**config.mk**
```make
export PLATFORM = sky130hd
export DESIGN_NAME = led_seq_ctrl
export DESIGN_NICKNAME = d
export VERILOG_FILES = /design/src/rtl/led_seq_ctrl.sv
export SDC_FILE = /design/constraint.sdc
export NUM_CORES = 1
export LEC_CHECK = 0
export ABC_AREA = 1
export CORE_AREA = 5 5 98 91
export CTS_BUF_LIST = sky130_fd_sc_hd__clkbuf_4 sky130_fd_sc_hd__clkbuf_8 sky130_fd_sc_hd__clkbuf_16
export CTS_CLUSTER_SIZE = 8
export DETAILED_ROUTE_END_ITERATION = 6
export DIE_AREA = 0 0 103 96
export PLACE_DENSITY = 0.49
export SYNTH_ARGS = -nofsm -noshare
export SYNTH_HDL_FRONTEND = slang
export SYNTH_SLANG_ARGS = --single-unit
```
**constraint.sdc**
```tcl
create_clock -name FAB_CLK -period 2.95 [get_ports FAB_CLK]
set_input_delay 0.4425 -clock FAB_CLK [delete_from_list [all_inputs] [get_ports FAB_CLK]]
set_output_delay 0.4425 -clock FAB_CLK [all_outputs]
set_load 0.05 [all_outputs]
```
**src/rtl/led_seq_ctrl.sv**
```systemverilog
// led_seq_ctrl: request-driven LED pattern sequencer stepped by a TICK_DIV prescaler.
// Defining LED_SEQ_FAULT_EN adds the FAULT port and its 1111/0000 override.
module led_seq_ctrl #(
  parameter logic [31:0] TICK_DIV = 32'h01312D00
) (
  input  logic       FAB_CLK,
  input  logic       FAB_RST,
  input  logic       REQ,
  input  logic [1:0] PAT_SEL,
`ifdef LED_SEQ_FAULT_EN
  input  logic       FAULT,
`endif
  output logic       ACK,
  output logic       BUSY,
  output logic [3:0] LED
);

  typedef enum logic {ST_IDLE = 1'b0, ST_RUN = 1'b1} state_t;

  state_t      state_r, state_nx_s;
  logic [1:0]  pat_r, pat_nx_s;
  logic [1:0]  step_r, step_nx_s;
  logic [31:0] cnt_r, cnt_nx_s;
  logic        armed_r, armed_nx_s;
  logic        ack_r, busy_r;
  logic [3:0]  led_r, led_nx_s;
  logic        tick_s, accept_s, fault_fall_s;

  // LED value for a given pattern code and step index
  function automatic logic [3:0] pat_led(input logic [1:0] pat, input logic [1:0] step);
    logic [3:0] led;
    case (pat)
      2'd1:    led = step[0] ? 4'b0110 : 4'b1001;
      2'd2:    led = 4'b0001 << step;
      2'd3:    led = step[0] ? 4'b0000 : 4'b1111;
      default: led = 4'b0000;
    endcase
    return led;
  endfunction

  // Index of the last step before wrapping back to step 0
  function automatic logic [1:0] last_step(input logic [1:0] pat);
    logic [1:0] last;
    case (pat)
      2'd1:    last = 2'd1;
      2'd2:    last = 2'd3;
      2'd3:    last = 2'd1;
      default: last = 2'd0;
    endcase
    return last;
  endfunction

`ifdef LED_SEQ_FAULT_EN
  logic fault_r;
  assign fault_fall_s = fault_r & ~FAULT;

  // Previous FAULT sample, used to find the first fault cycle and the falling edge
  always_ff @(posedge FAB_CLK or posedge FAB_RST) begin
    if (FAB_RST) begin
      fault_r <= 1'b0;
    end else begin
      fault_r <= FAULT;
    end
  end
`else
  assign fault_fall_s = 1'b0;
`endif

  // Next-state, prescaler, step and LED computation
  always_comb begin
    tick_s     = (cnt_r == (TICK_DIV - 32'd1));
    accept_s   = REQ & armed_r;
    state_nx_s = state_r;
    pat_nx_s   = pat_r;
    step_nx_s  = step_r;
    led_nx_s   = 4'b0000;
    armed_nx_s = accept_s ? 1'b0 : (armed_r | ~REQ);
    cnt_nx_s   = (accept_s | fault_fall_s | tick_s) ? 32'd0 : (cnt_r + 32'd1);

    if (accept_s) begin
      pat_nx_s   = PAT_SEL;
      state_nx_s = (PAT_SEL == 2'd0) ? ST_IDLE : ST_RUN;
    end else begin
      pat_nx_s   = pat_r;
      state_nx_s = state_r;
    end

    // An accept outranks a coincident tick, so the new pattern starts at step 0
    if (accept_s || fault_fall_s) begin
      step_nx_s = 2'd0;
    end else if (tick_s && (state_r == ST_RUN)) begin
      step_nx_s = (step_r == last_step(pat_r)) ? 2'd0 : (step_r + 2'd1);
    end else begin
      step_nx_s = step_r;
    end

    case (state_nx_s)
      ST_RUN:  led_nx_s = pat_led(pat_nx_s, step_nx_s);
      ST_IDLE: led_nx_s = 4'b0000;
      default: led_nx_s = 4'b0000;
    endcase

`ifdef LED_SEQ_FAULT_EN
    if (FAULT) begin
      if (!fault_r) begin
        led_nx_s = 4'b1111;
      end else if (tick_s) begin
        led_nx_s = ~led_r;
      end else begin
        led_nx_s = led_r;
      end
    end else begin
      led_nx_s = led_nx_s;
    end
`endif
  end

  // State, prescaler and registered outputs
  always_ff @(posedge FAB_CLK or posedge FAB_RST) begin
    if (FAB_RST) begin
      state_r <= ST_IDLE;
      pat_r   <= 2'd0;
      step_r  <= 2'd0;
      cnt_r   <= 32'd0;
      armed_r <= 1'b1;
      ack_r   <= 1'b0;
      busy_r  <= 1'b0;
      led_r   <= 4'b0000;
    end else begin
      state_r <= state_nx_s;
      pat_r   <= pat_nx_s;
      step_r  <= step_nx_s;
      cnt_r   <= cnt_nx_s;
      armed_r <= armed_nx_s;
      ack_r   <= accept_s;
      busy_r  <= (state_nx_s == ST_RUN);
      led_r   <= led_nx_s;
    end
  end

  assign ACK  = ack_r;
  assign BUSY = busy_r;
  assign LED  = led_r;

endmodule

```
Word level (Yosys, flattened, before mapping)
Index checks and enable logic that the tools add are counted.
- bits in registers: 43
- bits of input ports: 5
- logic and storage cells: 41
- $add $sub $neg: 2
- equal/unequal tests: 8
- shift-type cells: 1
- muxes and demuxes: 15
- bitwise gates (word level): 5
- reductions and logical operators: 3
- operators with widths (cell ; number):
    $add A32 B1 Y32 const B ; 1
    $eq A32 B25 Y1 const B ; 1
    $mux W32 ; 1
    $mux W2 ; 6
    $pmux W4 S3 ; 1
    $eq A2 B2 Y1 const B ; 4
    $mux W4 ; 2
    $pmux W4 S2 ; 1
    $eq A2 B1 Y1 const B ; 2
    $pmux W2 S2 ; 1
    $shl A1 B2 Y4 const A ; 1
    $mux W1 ; 3
    $add A2 B1 Y2 const B ; 1
    $eq A2 B2 Y1 ; 1
    $logic_not A2 Y1 ; 1
    $not A1 Y1 ; 2
    $or A1 B1 Y1 ; 2
    $reduce_or A2 Y1 ; 1
    $and A1 B1 Y1 ; 1
    $logic_and A1 B1 Y1 ; 1

Longest topological paths before layout
Gate-level depths: netlist of run 1.
- depth after elaboration: 12
- mapped depth: 12
- depth with buffers taken out: 12

Worst setup path before layout of run 1
OpenSTA, ideal clock, no wires.
- path kind: reg-to-reg
- start: register cnt_r[0]
- end: register led_r[1], in the netlist LED[1]
- data arrival time: 1.462 ns
- required time: 2.873 ns
- setup slack: 1.411 ns
- stages on the path, launching flop included: 12
- path buffers: 0
- cell sequence: dfrtp_1 -> ha_1 -> nand2_1 -> nor2_4 -> nand2_2 -> nor2_1 -> nand3_1 -> nand2_1 -> nand2_1 -> nand2_1 -> nand3_1 -> a21oi_1
- cells in the longest elaborated chain, start to end: 7
- elaborated cells between the ends (all ways): 9
- those cells by class: eq/ne: 1; shift: 1; mux: 6; reduce/logical: 1
- RTL lines (element ; RTL line ; source):
    from (decl) ; 23 ; logic [31:0] cnt_r, cnt_nx_s;
    from (signal assigned) ; 133 ; cnt_r <= cnt_nx_s;
    $eq A32 B25 Y1 * ; 71 ; tick_s = (cnt_r == (TICK_DIV - 32'd1));
    $logic_and A1 B1 Y1 * ; 91 ; end else if (tick_s && (state_r == ST_RUN)) begin
    $mux W2 * ; 91 ;
    $mux W2 * ; 89 ; if (accept_s || fault_fall_s) begin
    $mux W4, or another cell as far along ; 35 ; 2'd3: led = step[0] ? 4'b0000 : 4'b1111;
    $pmux W4 S3 * ; 32 ; case (pat)
    $pmux W4 S2 * ; 97 ; case (state_nx_s)
    net led_nx_s[1] ; 26 ; logic [3:0] led_r, led_nx_s;
    to (signal assigned) ; 137 ; led_r <= led_nx_s;
    to (decl) ; 26 ;
The timed path passes the listed nets; every way through them passes the cells marked *.

Final worst setup path of run 1
- start: register busy_r, in the netlist BUSY
- end: output BUSY
- RTL lines (element ; RTL line ; source):
    from (decl) ; 25 ; logic ack_r, busy_r;
    from (signal assigned) ; 136 ; busy_r <= (state_nx_s == ST_RUN);
    to (decl) ; 14 ; output logic BUSY,
No word-level cell between the ends.

==> summary.md, run 1 <==
| Metric | Value |
|---|---|
| GR Overflow Total | `0` |
| Outcome | `completed` |
| Initial Utilization | `33.6%` |
| Leak Pwr | `1.30 nW` |
| CTS H-tree depth | `2` |
| TritonCTS Sinks | `43` |
| Post-CTS Resized | `0` |
| Placed insts | `471` |
| # IOs | `11` |
| Syn Area/Cell | `7.22 um2` |
| CP Class | `register to output pin` |
| Post-synthesis cell area | `2640 um2` |
| Share of the clock period used by the worst path | `70.8%` |
| Max Cap Viol | `0` |
| Area grow syn2layout | `12.2%` |
| Vias | `2307` |
| Sequential fraction of the synthesis area | `40.9%` |
| PwrDens | `443 nW/um2` |
| Dpl hpwl | `4.89 mm` |
| Clock latency on the worst-skew pair | `0.30 ns` |
| Antenna Nets Post-Route | `0` |
| Vias in the first global route | `2309` |
| Final hold vios | `0` |
| Synth unique cells | `30` |
| Final net count | `385` |
| Antenna cells | `0` |
| Non-Filler Instances | `479` |
| Core Area | `7840 um2` |
| Max-slew violations | `0` |
| Arrival @ worst endpoint | `1.65 ns` |
| CP max FO | `7` |
| Pin count of the biggest net entering global routing | `44` |
| Setup-failing EPs final | `0` |
| DR pass1 iterations | `4` |
| Die H | `96 um` |
| Buf+Inv Stages, Crit Path | `1` |
| Rows | `31` |
| Worst slew margin | `39.6%` |
| Post-CTS setup buffers | `0` |
| Critical Path Max Stage Delay | `0.85 ns` |
| Setup TNS | `0 ns` |
| Crit-path slowest cell | `clkdlybuf4s50_1` |
| CP Cell Sequence | `clkdlybuf4s50_1` |
| RSZ-0062 raised after global routing | `no` |
| Worst slew pin tran | `0.905 ns` |
| Delay-heaviest family, CP | `buffers and inverters` |
| Hold crit path type | `register to register` |
| Drt wl/cell | `13.2 um` |
| Number of port buffers | `10` |
| Critical Path RT | `2.51 ns` |
| 1st-iter DRT viols | `162` |
| Clock root cell | `clkbuf_8` |
| GRT Util Overall | `14.2%` |
| Initial antenna violation count | `0` |
| VDD IR max | `0.188 mV` |
| Synth Register Bits | `43` |
| Routability-driven placement congestion ratio | `0.854` |
| CP endpoint kind | `output pin` |
| Cts bufs inserted | `5` |
| Share of cells above drive strength 1 | `10.0%` |
| First-pass GRT wire length | `10.9 mm` |
| Die X | `103 um` |
| Die Area | `9890 um2` |
| Mapped Nets | `371` |
| CTS Hold Bufs | `0` |
| Setup crit start kind | `register` |
| Clk slew on worst S/H paths | `0.08 ns` |
| DR vias/cell | `4.82` |
| Synthesis Warnings | `0` |
| CTS tree | `built` |
| Synth Instances | `365` |
| Worst clock skew | `0.00974 ns` |
| Max frequency | `479 MHz` |
| Crit path time final | `2.09 ns` |
| Max clock buf depth | `2` |
| Remaining DRCs | `0` |
| Final WL | `6.34 mm` |
==> report_power, final <==
part,switching [mW],internal [mW]
logic,0.122,0.0541
registers,0.0271,0.621
clock network,0.211,0.274
total,0.360,0.950
==> stage by stage <==
step	util, %	cell area, um2	hold slack (ns)	worst slack (ns)	total power, mW
2_1_floorplan	-	2640	0.431	1.41	0.788
3_3_place_gp	36.2	2840	0.451	0.925	0.840
3_5_place_dp	36.2	2840	0.462	0.906	0.838
4_1_cts	37.7	2960	0.474	0.837	1.33
5_1_grt	37.7	2960	0.496	0.801	1.38
6_report	37.7	2960	0.465	0.860	1.31
==> cell usage in the layout (no fill, tap or decap), drive strengths merged <==
master,count
nor2,74
nor4,6
nor3b,1
o21ai,11
xnor2,5
dfrtp,42
nand3,16
xor2,10
clkinv,1
nor3,22
nand4,10
dfstp,1
clkbuf,6
a31oi,1
clkdlybuf4s50,10
bufinv,1
and3,1
nand3b,1
a21oi,15
ha,1
a211oi,2
inv,56
nand2,87
==> cell usage after synthesis (all sizes together) <==
cell type / number / area, um2
a211oi: 2 / 15.0
a21oi: 15 / 75.1
a31oi: 1 / 6.26
and3: 1 / 6.26
buf: 3 / 20.0
dfrtp: 42 / 1050
dfstp: 1 / 26.3
ha: 1 / 12.5
inv: 56 / 210
nand2: 87 / 344
nand3: 16 / 80.1
nand3b: 1 / 7.51
nand4: 10 / 62.6
nor2: 74 / 328
nor3: 22 / 141
nor3b: 1 / 7.51
nor4: 6 / 43.8
o21ai: 11 / 66.3
xnor2: 5 / 43.8
xor2: 10 / 87.6
==> cell type report <==
class | instances | area (um2)
Clock buffer | 6 | 82.6
Clock inverter | 2 | 35.0
Timing Repair Buffer | 10 | 100
Sequential cell | 43 | 1080
Multi-Input combinational cell | 263 | 1330
Fill cell | 848 | 4880
Tap cell | 99 | 124
Inverter | 56 | 210
==> layer usage <==
metal / global-route usage (%) / wire length, um / part of all wire (%) / vias to the layer above
met5: 0 / 0 / 0 / -
met4: 2.91 / 40 / 0.63 / 0
met3: 2.61 / 229 / 3.6 / 4
met2: 23.5 / 3010 / 48 / 40
met1: 19.4 / 3060 / 48 / 1082
li1: - / - / - / 1181
==> sequential cells by signal, indices dropped and copies added, names as in the netlist <==
name	count
pat_r	2
step_r	2
ACK	1
LED	4
BUSY	1
cnt_r	32
armed_r	1
==> kinds of logic (layout without fill, tap and decap cells) <==
kind of cell	count (synthesis)	after routing	share of synthesized area, %
simple gates	218	218	38.7
xor+xnor	15	15	4.99
flops	43	43	40.9
buf+inv	59	74	8.74
compound gates	29	29	6.17
fa+ha+maj	1	1	0.475
==> path summary, 6_finish.rpt <==
check / startpoint / endpoint / slack [ns] / cells past startpoint
min in group asynchronous: FAB_RST / cnt_r[29] / 0.64 / 2
worst min-delay path: cnt_r[0] / cnt_r[0] / 0.47 / 1
worst max register to register: cnt_r[0] / cnt_r[16] / 1.05 / 8
worst min register to register: cnt_r[0] / cnt_r[0] / 0.47 / 1
max in group asynchronous: FAB_RST / step_r[0] / 1.72 / 2
worst max-delay path: BUSY / BUSY / 0.86 / 1
Note: power is estimated with default switching activity, not from simulation.
==> run 2: changes to the inputs <==
PLACE_DENSITY = 0.51   (was 0.49)
clock period = 1.8 ns   (was 2.95 ns; I/O delays follow)
==> summary.md, run 2 (synthesis gave the netlist of run 1 again) <==
| Metric | Value |
|---|---|
| FF-to-FF Start | `cnt_r[0]` |
| Switch share | `29.4% (+2.0 points)` |
| Filler Cells Inserted | `829 (-2.2%)` |
| Hold crit path type | `input port to asynchronous set/reset pin` |
| Cts bufs inserted | `5 (unchanged)` |
| Worst slew margin | `66.1% (+27 points)` |
| Dpl hpwl | `5.24 mm (+7.1%)` |
| Number of port buffers | `10 (unchanged)` |
| Area grow syn2layout | `23.2%` |
| GR Overflow Total | `0 (unchanged)` |
| DR vias/cell | `4.73 (-1.9%)` |
| CTS tree | `built` |
| CP startpoint | `cnt_r[0]` |
| Initial antenna violation count | `0 (unchanged)` |
| Net Switching | `0.602 mW (+67%)` |
| Setup TNS | `0 ns (unchanged)` |
| Rows | `31 (unchanged)` |
| Outcome | `completed` |
| Crit-path slowest cell | `dfrtp_1` |
| Initial Utilization | `33.6% (unchanged)` |
| Clk slew on worst S/H paths | `0.08 ns (about the same)` |
| Endpoint of the lowest-slack register-to-register path | `LED[1]` |
| Worst clock skew | `0.0100 ns (+0.000298 ns)` |
| DR pass1 iterations | `4 (unchanged)` |
| CP Cell Sequence | `ha_4, nand2_1, nor2_4, nand2_4, nor2_1, nand3_1, nand2_1, nand2_1, nor2_4, nand3_1, a21oi_2` |
| Vias | `2382 (+3.3%)` |
| Die H | `96 um (unchanged)` |
| Delay-heaviest family, CP | `simple AND/OR/NAND/NOR gates` |
| Max frequency | `578 MHz` |
| Most used cell, CP | `nand2_1` |
| Die X | `103 um (unchanged)` |
| Largest Register | `cnt_r` |
| Drt wl/cell | `13.3 um (+0.37%)` |
| Buf+Inv Stages, Crit Path | `0 (-1)` |
| Share of the clock period used by the worst path | `96.0%` |
| CTS H-tree depth | `2 (unchanged)` |
| Arrival @ worst endpoint | `1.96 ns (+0.31 ns)` |
| Max Cap Viol | `0 (unchanged)` |
| Flop-to-flop setup slack | `0.07 ns (-0.98 ns)` |
| Remaining DRCs | `0 (unchanged)` |
| Final WL | `6.70 mm (+5.6%)` |
| Total power | `2.04 mW (+56%)` |
| RSZ-0062 raised after global routing | `yes` |
| Setup crit start kind | `register` |
| Worst slew pin tran | `0.507 ns (-0.398 ns)` |
| Critical Path Max Stage Delay | `0.40 ns (-0.45 ns)` |
| Clock share of power | `30.3% (-6.7 points)` |
| GRT Util Overall | `14.4% (+0.28 points)` |
| Worst Hold Slack | `0.259 ns (-0.206 ns)` |
| Clock latency on the worst-skew pair | `0.30 ns (about the same)` |
| Leak Pwr | `1.46 nW (+13%)` |
| Critical Path RT | `2.03 ns (-0.48 ns)` |
| Final hold vios | `0 (unchanged)` |
| Vias in the first global route | `2316 (+0.30%)` |
| TritonCTS Sinks | `43 (unchanged)` |
| VDD IR max | `0.344 mV (+83%)` |
| Max clock buf depth | `2 (unchanged)` |
| Pin count of the biggest net entering global routing | `30 (-32%)` |
| Gate power share | `17.3% (+3.8 points)` |
| 1st-iter DRT viols | `117 (-28%)` |
| CTS Hold Bufs | `0 (unchanged)` |
| Setup-failing EPs final | `0 (unchanged)` |
| Cells on worst reg2reg path | `11 (+3)` |
| Antenna Nets Post-Route | `0 (unchanged)` |
| Die Area | `9890 um2 (unchanged)` |
| Core Area | `7840 um2 (unchanged)` |
| CP Class | `register to register` |
| Routability-driven placement congestion ratio | `0.858 (+0.47%)` |
| Antenna cells | `0 (unchanged)` |
| Clock root cell | `clkbuf_8` |
| Max-slew violations | `0 (unchanged)` |
| CP endpoint kind | `register` |
| Crit path time final | `1.73 ns` |
| CP max FO | `4 (-3)` |
| Stages on worst setup path | `11 (+10)` |
| Sequential share of power | `52.4% (+2.9 points)` |
| Leading cell type in the layout, fill and taps excluded | `nand2_1` |
| # IOs | `11 (unchanged)` |
| Final net count | `410 (+6.5%)` |
| PwrDens | `630 nW/um2 (+42%)` |
| First-pass GRT wire length | `11.1 mm (+1.5%)` |
| Int Pwr | `1.44 mW (+52%)` |
| Max FFs per register | `32 (unchanged)` |
| Share of cells above drive strength 1 | `22.2% (+12 points)` |
| Most frequent cells in the layout | `nand2_1 (77), nor2_1 (59), inv_1 (47)` |
[run 2: cell count changes in the layout (fill, tap and decap cells not counted), sizes merged]
cell,change
buf,+26
bufinv,-1
clkdlybuf4s50,-1
clkinvlp,+1
[run 2: worst max path at each step]
stage	endpoint	slack [ns]
finish	LED[1]	0.07
global route	cnt_r[17]	-0.08
CTS	cnt_r[24]	-0.01
detailed placement	cnt_r[24]	-0.02
global placement	LED[1]	0.02
floorplan	LED[1]	0.26
[run 2: layer usage]
metal	GRT usage, %	vias to the layer above	wire, um
met5	0	-	0
met3	2.54	7	193
met4	3.67	0	78
met1	20.4	1100	3360
met2	22.9	34	3070
li1	-	1241	-
[run 2: per-stage QoR]
stage,cells,setup WS [ns],area (um2),utilization [%]
after floorplan,365,0.261,2640,-
after global placement,489,0.0178,3000,38.2
after detailed placement,489,-0.0151,3000,38.2
after CTS,497,-0.0138,3090,39.4
after global routing,504,-0.0769,3250,41.4
final,504,0.0712,3250,41.4
[run 2: worst reg2reg max path: cells and delay by family (launching register included)]
kind	cells	cell delay, ns
DFF	1	0.40
AOI/OAI and AO/OA	1	0.12
adders and majority gates	1	0.17
and+or+nand+nor	9	0.96
[run 2: final cells by class]
type	instances	area, um2	area share (%)
Clock inverter	2	12.5	0.385
Sequential cell	43	1080	33.4
Tap cell	99	124	3.82
Clock buffer	6	76.3	2.35
Timing Repair Buffer	35	314	9.67
Inverter	56	210	6.47
Multi-Input combinational cell	263	1430	43.9
[run 2: power groups by stage]
| stage | Combinational (mW) | Sequential (mW) | Clock, mW |
|---|---|---|---|
| 2_1_floorplan | 0.167 | 1.12 | 0 |
| 4_1_cts | 0.324 | 1.06 | 0.651 |
| 6_report | 0.354 | 1.07 | 0.619 |
| 5_1_grt | 0.397 | 1.08 | 0.694 |
| 3_5_place_dp | 0.321 | 1.08 | 0 |
| 3_3_place_gp | 0.320 | 1.08 | 0 |
[run 2: timing repair]
| action | CTS | global route |
|---|---|---|
| pin swaps | 0 | 6 |
| resized for setup | 2 | 31 |
| setup buffers | 0 | 7 |
| setup endpoints to repair | 2 | 12 |
